[src/rtl/spi_pkg.sv]
// Shared constants for the SPI slave: default word length and FSM state encoding.
package spi_pkg;

  localparam int SPI_DATA_WIDTH = 8;

  typedef enum logic [0:0] {
    ST_IDLE  = 1'b0,
    ST_SHIFT = 1'b1
  } spi_state_t;

endpackage

[src/rtl/spi_slave_if.sv]
// Pin and word-level bus of the SPI slave; the slave modport is the RTL view, master is the driving side.
interface spi_slave_if
  import spi_pkg::*;
#(
  parameter int DATA_WIDTH = SPI_DATA_WIDTH
);
  logic                  sclk;
  logic                  cs_n;
  logic                  mosi;
  logic                  miso;
  logic                  miso_oe;
  logic [DATA_WIDTH-1:0] tx_data;
  logic                  tx_taken;
  logic [DATA_WIDTH-1:0] rx_data;
  logic                  rx_valid;
  logic                  rx_ack;
  logic                  overrun;
  logic                  overrun_clr;

  modport slave (
    input  sclk, cs_n, mosi, tx_data, rx_ack, overrun_clr,
    output miso, miso_oe, tx_taken, rx_data, rx_valid, overrun
  );

  modport master (
    output sclk, cs_n, mosi, tx_data, rx_ack, overrun_clr,
    input  miso, miso_oe, tx_taken, rx_data, rx_valid, overrun
  );
endinterface

[src/rtl/spi_sync_edge.sv]
// Two-flop synchronizer with single-cycle rise/fall pulses derived from the synchronized level.
module spi_sync_edge #(
  parameter logic RST_VAL = 1'b0
) (
  input  logic clk,
  input  logic rst,
  input  logic d,
  output logic rise,
  output logic fall
);
  logic meta;
  logic sync;
  logic prev;

  always_ff @(posedge clk or posedge rst) begin
    if (rst) begin
      meta <= RST_VAL;
      sync <= RST_VAL;
      prev <= RST_VAL;
    end else begin
      meta <= d;
      sync <= meta;
      prev <= sync;
    end
  end

  assign rise = sync & ~prev;
  assign fall = ~sync & prev;
endmodule

[src/rtl/spi_slave.sv]
// SPI mode-0 slave, MSB first; states ST_IDLE (deselected) | ST_SHIFT (framing words while cs_n low).
// Define SPI_SLAVE_OVERRUN_EN to enable the sticky overrun flag; otherwise overrun reads 0.
module spi_slave
  import spi_pkg::*;
#(
  parameter int DATA_WIDTH = SPI_DATA_WIDTH
) (
  input logic        clk,
  input logic        rst,
  spi_slave_if.slave bus
);
  localparam int            CW   = $clog2(DATA_WIDTH);
  localparam logic [CW-1:0] LAST = CW'(DATA_WIDTH - 1);

  spi_state_t            state;
  logic [CW-1:0]         bit_cnt;
  logic [DATA_WIDTH-1:0] tx_sr;
  logic [DATA_WIDTH-2:0] rx_sr;
  logic [DATA_WIDTH-1:0] rx_word;
  logic [DATA_WIDTH-1:0] rx_data_q;
  logic                  sclk_rise, sclk_fall, cs_rise, cs_fall;
  logic                  mosi_meta, mosi_sync;
  logic                  miso_q, miso_oe_q, tx_taken_q, rx_valid_q;
  logic                  word_done;

  spi_sync_edge #(.RST_VAL(1'b0)) u_sclk_sync (
    .clk(clk), .rst(rst), .d(bus.sclk), .rise(sclk_rise), .fall(sclk_fall)
  );

  spi_sync_edge #(.RST_VAL(1'b1)) u_cs_sync (
    .clk(clk), .rst(rst), .d(bus.cs_n), .rise(cs_rise), .fall(cs_fall)
  );

  // Same two-flop latency as sclk, so mosi_sync lines up with the rise pulse.
  always_ff @(posedge clk or posedge rst) begin
    if (rst) begin
      mosi_meta <= 1'b0;
      mosi_sync <= 1'b0;
    end else begin
      mosi_meta <= bus.mosi;
      mosi_sync <= mosi_meta;
    end
  end

  assign rx_word   = {rx_sr, mosi_sync};
  assign word_done = (state == ST_SHIFT) && !cs_rise && sclk_rise && (bit_cnt == LAST);

  // tx_sr holds the bits still to be sent, left-aligned; its MSB is always the next miso value.
  always_ff @(posedge clk or posedge rst) begin
    if (rst) begin
      state      <= ST_IDLE;
      bit_cnt    <= '0;
      tx_sr      <= '0;
      rx_sr      <= '0;
      miso_q     <= 1'b0;
      miso_oe_q  <= 1'b0;
      tx_taken_q <= 1'b0;
      rx_data_q  <= '0;
      rx_valid_q <= 1'b0;
    end else begin
      tx_taken_q <= 1'b0;

      if (word_done) begin
        rx_data_q  <= rx_word;
        rx_valid_q <= 1'b1;
      end else if (bus.rx_ack) begin
        rx_valid_q <= 1'b0;
      end

      case (state)
        ST_IDLE: begin
          if (cs_fall) begin
            state      <= ST_SHIFT;
            tx_sr      <= bus.tx_data << 1;
            miso_q     <= bus.tx_data[DATA_WIDTH-1];
            miso_oe_q  <= 1'b1;
            tx_taken_q <= 1'b1;
            bit_cnt    <= '0;
            rx_sr      <= '0;
          end
        end
        ST_SHIFT: begin
          if (cs_rise) begin
            state     <= ST_IDLE;
            bit_cnt   <= '0;
            miso_q    <= 1'b0;
            miso_oe_q <= 1'b0;
          end else if (sclk_rise) begin
            rx_sr   <= rx_word[DATA_WIDTH-2:0];
            bit_cnt <= (bit_cnt == LAST) ? '0 : bit_cnt + 1'b1;
          end else if (sclk_fall) begin
            if (bit_cnt == '0) begin
              tx_sr      <= bus.tx_data << 1;
              miso_q     <= bus.tx_data[DATA_WIDTH-1];
              tx_taken_q <= 1'b1;
            end else begin
              tx_sr  <= tx_sr << 1;
              miso_q <= tx_sr[DATA_WIDTH-1];
            end
          end
        end
        default: state <= ST_IDLE;
      endcase
    end
  end

  assign bus.miso     = miso_q;
  assign bus.miso_oe  = miso_oe_q;
  assign bus.tx_taken = tx_taken_q;
  assign bus.rx_data  = rx_data_q;
  assign bus.rx_valid = rx_valid_q;

`ifdef SPI_SLAVE_OVERRUN_EN
  logic overrun_q;

  // A completing word takes priority over a same-cycle clear.
  always_ff @(posedge clk or posedge rst) begin
    if (rst) begin
      overrun_q <= 1'b0;
    end else if (word_done && rx_valid_q && !bus.rx_ack) begin
      overrun_q <= 1'b1;
    end else if (bus.overrun_clr) begin
      overrun_q <= 1'b0;
    end
  end

  assign bus.overrun = overrun_q;
`else
  logic unused_overrun_clr;

  assign unused_overrun_clr = bus.overrun_clr;
  assign bus.overrun        = 1'b0;
`endif
endmodule

[src/flat_wrapper.sv]
// flat-port wrapper written by rule: the top's interface ports become plain ports
module spi_slave_flat import spi_pkg::*;
#(
  parameter int DATA_WIDTH = SPI_DATA_WIDTH
)
  (clk, rst, bus_sclk, bus_cs_n, bus_mosi, bus_tx_data, bus_rx_ack, bus_overrun_clr, bus_miso, bus_miso_oe, bus_tx_taken, bus_rx_data, bus_rx_valid, bus_overrun);
  spi_slave_if #(.DATA_WIDTH(DATA_WIDTH)) bus_i ();
  input logic clk;
  input logic rst;
  input wire logic [$bits(bus_i.sclk)-1:0] bus_sclk;
  input wire logic [$bits(bus_i.cs_n)-1:0] bus_cs_n;
  input wire logic [$bits(bus_i.mosi)-1:0] bus_mosi;
  input wire logic [$bits(bus_i.tx_data)-1:0] bus_tx_data;
  input wire logic [$bits(bus_i.rx_ack)-1:0] bus_rx_ack;
  input wire logic [$bits(bus_i.overrun_clr)-1:0] bus_overrun_clr;
  output wire logic [$bits(bus_i.miso)-1:0] bus_miso;
  output wire logic [$bits(bus_i.miso_oe)-1:0] bus_miso_oe;
  output wire logic [$bits(bus_i.tx_taken)-1:0] bus_tx_taken;
  output wire logic [$bits(bus_i.rx_data)-1:0] bus_rx_data;
  output wire logic [$bits(bus_i.rx_valid)-1:0] bus_rx_valid;
  output wire logic [$bits(bus_i.overrun)-1:0] bus_overrun;
  assign bus_i.sclk = bus_sclk;
  assign bus_i.cs_n = bus_cs_n;
  assign bus_i.mosi = bus_mosi;
  assign bus_i.tx_data = bus_tx_data;
  assign bus_i.rx_ack = bus_rx_ack;
  assign bus_i.overrun_clr = bus_overrun_clr;
  assign bus_miso = bus_i.miso;
  assign bus_miso_oe = bus_i.miso_oe;
  assign bus_tx_taken = bus_i.tx_taken;
  assign bus_rx_data = bus_i.rx_data;
  assign bus_rx_valid = bus_i.rx_valid;
  assign bus_overrun = bus_i.overrun;
  spi_slave #(.DATA_WIDTH(DATA_WIDTH)) u_core (.clk(clk), .rst(rst), .bus(bus_i));
endmodule
[config.mk]
export PLATFORM = sky130hd
export DESIGN_NAME = spi_slave_flat
export DESIGN_NICKNAME = d
export VERILOG_FILES = /design/src/rtl/spi_pkg.sv /design/src/rtl/spi_slave_if.sv /design/src/rtl/spi_sync_edge.sv /design/src/rtl/spi_slave.sv /design/src/flat_wrapper.sv
export SDC_FILE = /design/constraint.sdc
export NUM_CORES = 1
export LEC_CHECK = 0
export CORE_ASPECT_RATIO = 0.7
export CORE_MARGIN = 3
export CORE_UTILIZATION = 30
export DETAILED_ROUTE_END_ITERATION = 8
export GPL_TIMING_DRIVEN = 0
export PLACE_DENSITY = 0.55
export SYNTH_ARGS = -nofsm -noshare
export SYNTH_HDL_FRONTEND = slang
export SYNTH_HIERARCHICAL = 1
export SYNTH_SLANG_ARGS = --single-unit
[constraint.sdc]
create_clock -name clk -period 3.7 [get_ports clk]
set_input_delay 0.74 -clock clk [delete_from_list [all_inputs] [get_ports clk]]
set_output_delay 0.74 -clock clk [all_outputs]
set_load 0.01 [all_outputs]
==> results of run 1 <==
[path summary, 6_finish.rpt]
check | startpoint | to | cells past startpoint
worst min register to register | u_core/mosi_meta | u_core/mosi_sync | 0
worst max register to register | u_core/u_cs_sync/sync | u_core/bus.rx_data[4] | 6
max in group asynchronous | rst | u_core/tx_sr[3] | 3
worst max-delay path | u_core/bus.miso_oe | bus_miso_oe | 1
worst min-delay path | u_core/mosi_meta | u_core/mosi_sync | 0
min in group asynchronous | rst | u_core/u_sclk_sync/meta | 2
[state kept, by name, summed over array words and instances, names as in the netlist]
register and flops:
u_core/bit_cnt 3, u_core/bus.miso 1, u_core/bus.miso_oe 1, u_core/bus.rx_data 8, u_core/bus.rx_valid 1, u_core/bus.tx_taken 1
u_core/mosi_meta 1, u_core/mosi_sync 1, u_core/rx_sr 7, u_core/state 1, u_core/tx_sr 7, u_core/u_cs_sync/meta 1
u_core/u_cs_sync/prev 1, u_core/u_cs_sync/sync 1, u_core/u_sclk_sync/meta 1, u_core/u_sclk_sync/prev 1, u_core/u_sclk_sync/sync 1
[final cells by class]
| cell class | count | area, um^2 |
|---|---|---|
| Timing Repair Buffer | 26 | 278 |
| Sequential cell | 38 | 955 |
| Clock buffer | 8 | 80.1 |
| Buffer | 4 | 33.8 |
| Tap cell | 69 | 86.3 |
| Fill cell | 490 | 2950 |
| Multi-Input combinational cell | 78 | 626 |
| Inverter | 9 | 33.8 |
[metal layers]
metal | vias to the layer above | share of wire | track usage
li1 | 503 | - | -
met1 | 499 | 0.47 | 0.136
met2 | 16 | 0.47 | 0.179
met3 | 5 | 0.043 | 0.0319
met4 | 0 | 0.021 | 0.0701
met5 | - | 0 | 0
[power breakdown]
part           internal [mW]  leakage (nW)  switching [mW]
clock                  0.134        0.0395           0.133
sequential             0.462         0.487          0.0264
combinational         0.0813         0.498          0.0863
[stage by stage]
| step | hold slack [ns] | std cells | cell area [um^2] | utilization | power, mW |
|---|---|---|---|---|---|
| finish | 0.352 | 232 | 2090 | 0.415 | 0.922 |
| global route | 0.366 | 232 | 2090 | 0.415 | 0.981 |
| CTS | 0.357 | 231 | 2060 | 0.409 | 0.936 |
| detailed placement | 0.341 | 223 | 1980 | 0.393 | 0.664 |
| global placement | 0.331 | 223 | 1980 | 0.393 | 0.650 |
| floorplan | 0.331 | 129 | 1650 | - | 0.601 |
[Yosys cell counts (all sizes together)]
master / count / area, um^2
dfrtp: 35 / 876
nand2: 14 / 68.8
o21ai: 10 / 50.1
inv: 9 / 33.8
mux2i: 9 / 90.1
mux2: 8 / 120
a22o: 6 / 58.8
nand2b: 5 / 41.3
buf: 4 / 33.8
nor2: 4 / 31.3
o22ai: 4 / 25.0
a21oi: 3 / 15.0
and2b: 3 / 25.0
dfstp: 3 / 78.8
ha: 3 / 37.5
nor2b: 2 / 12.5
a21o: 1 / 7.51
a32o: 1 / 10.0
conb: 1 / 3.75
nand3: 1 / 5.00
o21a: 1 / 8.76
o22a: 1 / 8.76
or2: 1 / 6.26
[logic make-up (layout without fill, tap and decap cells)]
group	after synthesis	in the layout	share of synthesized area
compound gates	27	27	0.112
fa+ha+maj	3	3	0.0228
buf+inv	13	47	0.0410
flops	38	38	0.579
mux	17	17	0.128
other cells	1	1	0.00228
simple gates	30	30	0.115
[cell usage in the layout (no fill, tap or decap), drive strengths merged]
master         instances
clkdlybuf4s50         25
conb                   1
a32o                   1
and2b                  3
clkbuf                 8
clkinv                 1
o21a                   1
o21ai                 10
o22a                   1
inv                    8
mux2                   8
or2                    1
nor2                   4
nand2b                 5
a21oi                  3
ha                     3
nand2                 14
a22o                   6
dfrtp                 35
mux2i                  9
o22ai                  4
buf                    5
dfstp                  3
a21o                   1
nor2b                  2
nand3                  1
==> reports/metrics.cfg, run 1 <==
[global_routing]
grt_max_degree = 33
grt_use_total = 0.112
grt_antenna_before_repair = 0
grt_overflow = 0
grt_pass1_vias = 1177
grt_pass1_wl_um = 5470

[routing]
drt-initial-drc-count = 30
avgRoutedWirePerCell_um = 13.3
detailedRoute.firstPassIterationCount = 4
vias_per_cell = 4.41
drc = 0
vias = 1023
routed_wl_um = 3090
ant_nets = 0

[clocking]
cts_hold_buf = 0
cts.sinks = 38
path_clk_slew_ns = 0.07
clk_latency_ns = 0.28
cts_buffers = 5
h-tree-depth = 2
cts_buffer_depth = 2
cts-resized-gates = 0
cts_setup_buffers = 0
root_buffer = clkbuf_8
cts_tree = done

[power_and_ir_drop]
power.density_nw_per_um2 = 441
ir_drop_uv = 162
p_leak_nw = 1.02

[floorplan]
die_x_um = 94.6
fp.dieH_um = 68.0
start_util = 0.327
pin_count = 28
fp-row-count = 21
core-area_um2 = 5040
die_area_um2 = 6430

[yosys]
synth_area_um2 = 1650
ys_ff_latch = 38
syn-num-nets = 147
synth_cell_type_count = 32
syn_inst = 129
synth_seq_area_share = 0.579
avgSynthCellArea_um2 = 12.8
yosys_warnings = 6

[setup_path]
required_ns = 2.96
end_kind = primary output
cp_num_buf_inv = 1
ff2ff_setup_slack_ns = 1.83
path_max_fanout = 3
cp_slowest_cell = clkdlybuf4s50_1
cp.arrival_ns = 1.20
crit_type = register to primary output
startpoint_type = register
cp_top_family = buffers and inverters
path_cells = clkdlybuf4s50_1
slowest_delay_ns = 0.55

[sta]
max_freq_mhz = 515
rsz0062_at_grt = false
fin_tns_setup_ns = 0
skew_ns = 0.00754
relSlewSlack = 0.663
fin_ws_ns = 1.76
fin_crit_sh = 0.525
finalCriticalPeriod_ns = 1.94
hold_viol = 0
worstMarginPinSlew_ns = 0.503
finalSetupViolCount = 0
finalMaxSlewViolations = 0

[final_layout]
area_growth_pct = 27.0
insertedDiodeCount = 0
drive_gt1_frac = 0.215
num-nets-final = 180

[placed_design]
pre_cts_ws_ns = 1.38
gp_congestion = 0.716
place_hpwl_um = 2300
io_buffers = 25

[outcome]
outcome = finished clean

[worst_hold_path]
min_path_type = register to register

[job]
drv_cap = 0

Power figures use the tool's default switching activity.
==> inputs of run 2 (changes only) <==
==> constraint.sdc (replaced) <==
create_clock -name clk -period 2 [get_ports clk]
set_input_delay 0.4 -clock clk [delete_from_list [all_inputs] [get_ports clk]]
set_output_delay 0.4 -clock clk [all_outputs]
set_load 0.01 [all_outputs]
==> results of run 2 <==
Same layout as run 1 (identical final DEF). Status: finished clean.
Among the figures that moved: setup slack after placement 1.38 ns -> 0.0202 ns; setup slack after layout 1.76 ns -> 0.132 ns; start point of the critical path u_core/bus.miso_oe -> u_core/u_cs_sync/sync; end point of the critical path bus_miso_oe -> u_core/bus.rx_data[4]; register-to-register setup slack 1.83 ns -> 0.13 ns; total power 0.922 mW -> 1.71 mW; worst IR drop on VDD 162 uV -> 299 uV
==> inputs of run 3 (changes only) <==
--- a/config.mk
+++ b/config.mk
@@ -6,7 +6,7 @@
 export NUM_CORES = 1
 export LEC_CHECK = 0
 export CORE_ASPECT_RATIO = 0.7
-export CORE_MARGIN = 3
+export CORE_MARGIN = 1.5
 export CORE_UTILIZATION = 30
 export DETAILED_ROUTE_END_ITERATION = 8
 export GPL_TIMING_DRIVEN = 0
==> run 3 against run 2 <==
Compared with the run above: die area decreased by 7.4%; routed wire length decreased by 8.5%; via count increased by 0.59%; clock skew about the same; sequential cell count unchanged; maximum frequency increased by 1.3%; critical endpoint unchanged; largest power group unchanged; highest routed layer unchanged.
==> reports/metrics.cfg, run 3 (synthesis results as in run 1) <==
[power_and_ir_drop]
p_sw_frac = 0.262
ir_drop_uv = 352
p_leak_nw = 1.04
power.switching_mw = 0.455
seqPwrFrac = 0.519
power_frac_comb = 0.175
power.density_nw_per_um2 = 825
pwr-share-clk = 0.306
p_int_mw = 1.28

[global_routing]
grt_pass1_vias = 1049
grt_pass1_wl_um = 4750
grt_use_total = 0.106
grt_overflow = 0
grt_antenna_before_repair = 0
grt_max_degree = 33

[floorplan]
pin_count = 28
start_util = 0.313
core-area_um2 = 5260
die_x_um = 91.6
fp.dieH_um = 65.0
fp-row-count = 22
die_area_um2 = 5950

[final_layout]
num-nets-final = 180
insertedDiodeCount = 0
largest_register_ffs = 8
drive_gt1_frac = 0.227
area_growth_pct = 27.9
mostFrequentLayoutCell = dfrtp_1
post-route-cell-area_um2 = 2110
stdcell_count = 235
final_cell_mix = dfrtp_1 (35), clkdlybuf4s50_1 (25), nand2_1 (13)

[sta]
hold_viol = 0
relSlewSlack = 0.584
worstMarginPinSlew_ns = 0.623
fin_tns_setup_ns = 0
skew_ns = 0.00778
fin_ws_ns = 0.156
max_freq_mhz = 542
finalMaxSlewViolations = 0
fin_crit_sh = 0.922
finalSetupViolCount = 0
finalCriticalPeriod_ns = 1.84
rsz0062_at_grt = false

[placed_design]
place_hpwl_um = 2050
place_area_um2 = 1990
io_buffers = 25
gp_congestion = 0.736
place_inst = 226
pre_cts_ws_ns = 0.0654

[routing]
vias = 1029
detailedRoute.firstPassIterationCount = 4
routed_wl_um = 2830
drt-initial-drc-count = 78
ant_nets = 0
drc = 0
avgRoutedWirePerCell_um = 12.1
vias_per_cell = 4.38

[setup_path]
slowest_delay_ns = 0.54
required_ns = 2.17
crit_type = register to register
end_kind = register
path_max_fanout = 9
cp_num_buf_inv = 1
cp_slowest_cell = dfstp_2
cp_top_family = simple AND/OR/NAND/NOR gates
path_cells = nor2b_1 > nand2b_4 > buf_6 > nor2_8 > nand2_8 > mux2_4
startpoint_type = register
cp.arrival_ns = 2.01

[clocking]
cts_buffers = 5
cts_buffer_depth = 2
h-tree-depth = 2
cts_hold_buf = 0
root_buffer = clkbuf_8
cts-resized-gates = 0
cts_setup_buffers = 0
cts.sinks = 38
clk_latency_ns = 0.29
path_clk_slew_ns = 0.07
cts_tree = done

[job]
drv_cap = 0

[worst_hold_path]
min_path_type = input port to async pin

[outcome]
outcome = finished clean

==> run 3: power by group through the flow <==
stage	Clock (mW)	Combinational [mW]	Sequential, mW
finish	0.531	0.305	0.902
CTS	0.553	0.303	0.902
global placement	0	0.291	0.912
detailed placement	0	0.303	0.918
global route	0.589	0.341	0.911
floorplan	0	0.199	0.912
==> run 3: metrics by stage <==
| step | util | hold WS, ns | total power [mW] |
|---|---|---|---|
| after global routing | 0.401 | 0.351 | 1.84 |
| after CTS | 0.396 | 0.326 | 1.76 |
| after global placement | 0.378 | 0.331 | 1.20 |
| after floorplan | - | 0.154 | 1.11 |
| after detailed placement | 0.378 | 0.336 | 1.22 |
| final | 0.401 | 0.330 | 1.74 |
==> run 3: cell type report <==
class / count / area (um^2)
Clock inverter: 1 / 5.00
Sequential cell: 38 / 955
Fill cell: 502 / 3150
Timing Repair Buffer: 26 / 278
Tap cell: 72 / 90.1
Clock buffer: 7 / 86.3
Multi-Input combinational cell: 78 / 626
Inverter: 9 / 33.8
Buffer: 4 / 33.8
==> run 3: worst paths after layout <==
| check | from | end | slack (ns) | cells past startpoint |
|---|---|---|---|---|
| worst max-delay path | u_core/u_cs_sync/sync | u_core/bus.rx_data[4] | 0.16 | 6 |
| worst min-delay path | rst | u_core/u_sclk_sync/meta | 0.33 | 2 |
| worst max register to register | u_core/u_cs_sync/sync | u_core/bus.rx_data[4] | 0.16 | 6 |
| worst min register to register | u_core/mosi_meta | u_core/mosi_sync | 0.35 | 0 |
| max in group asynchronous | rst | u_core/rx_sr[0] | 0.95 | 3 |
| min in group clk | u_core/mosi_meta | u_core/mosi_sync | 0.35 | 0 |
==> run 3: routing by layer <==
layer / GRT usage / share of wire / vias up
li1: - / - / 501
met4: 0.0645 / 0.016 / 0
met1: 0.138 / 0.49 / 504
met2: 0.154 / 0.45 / 19
met5: 0 / 0 / -
met3: 0.0317 / 0.041 / 5
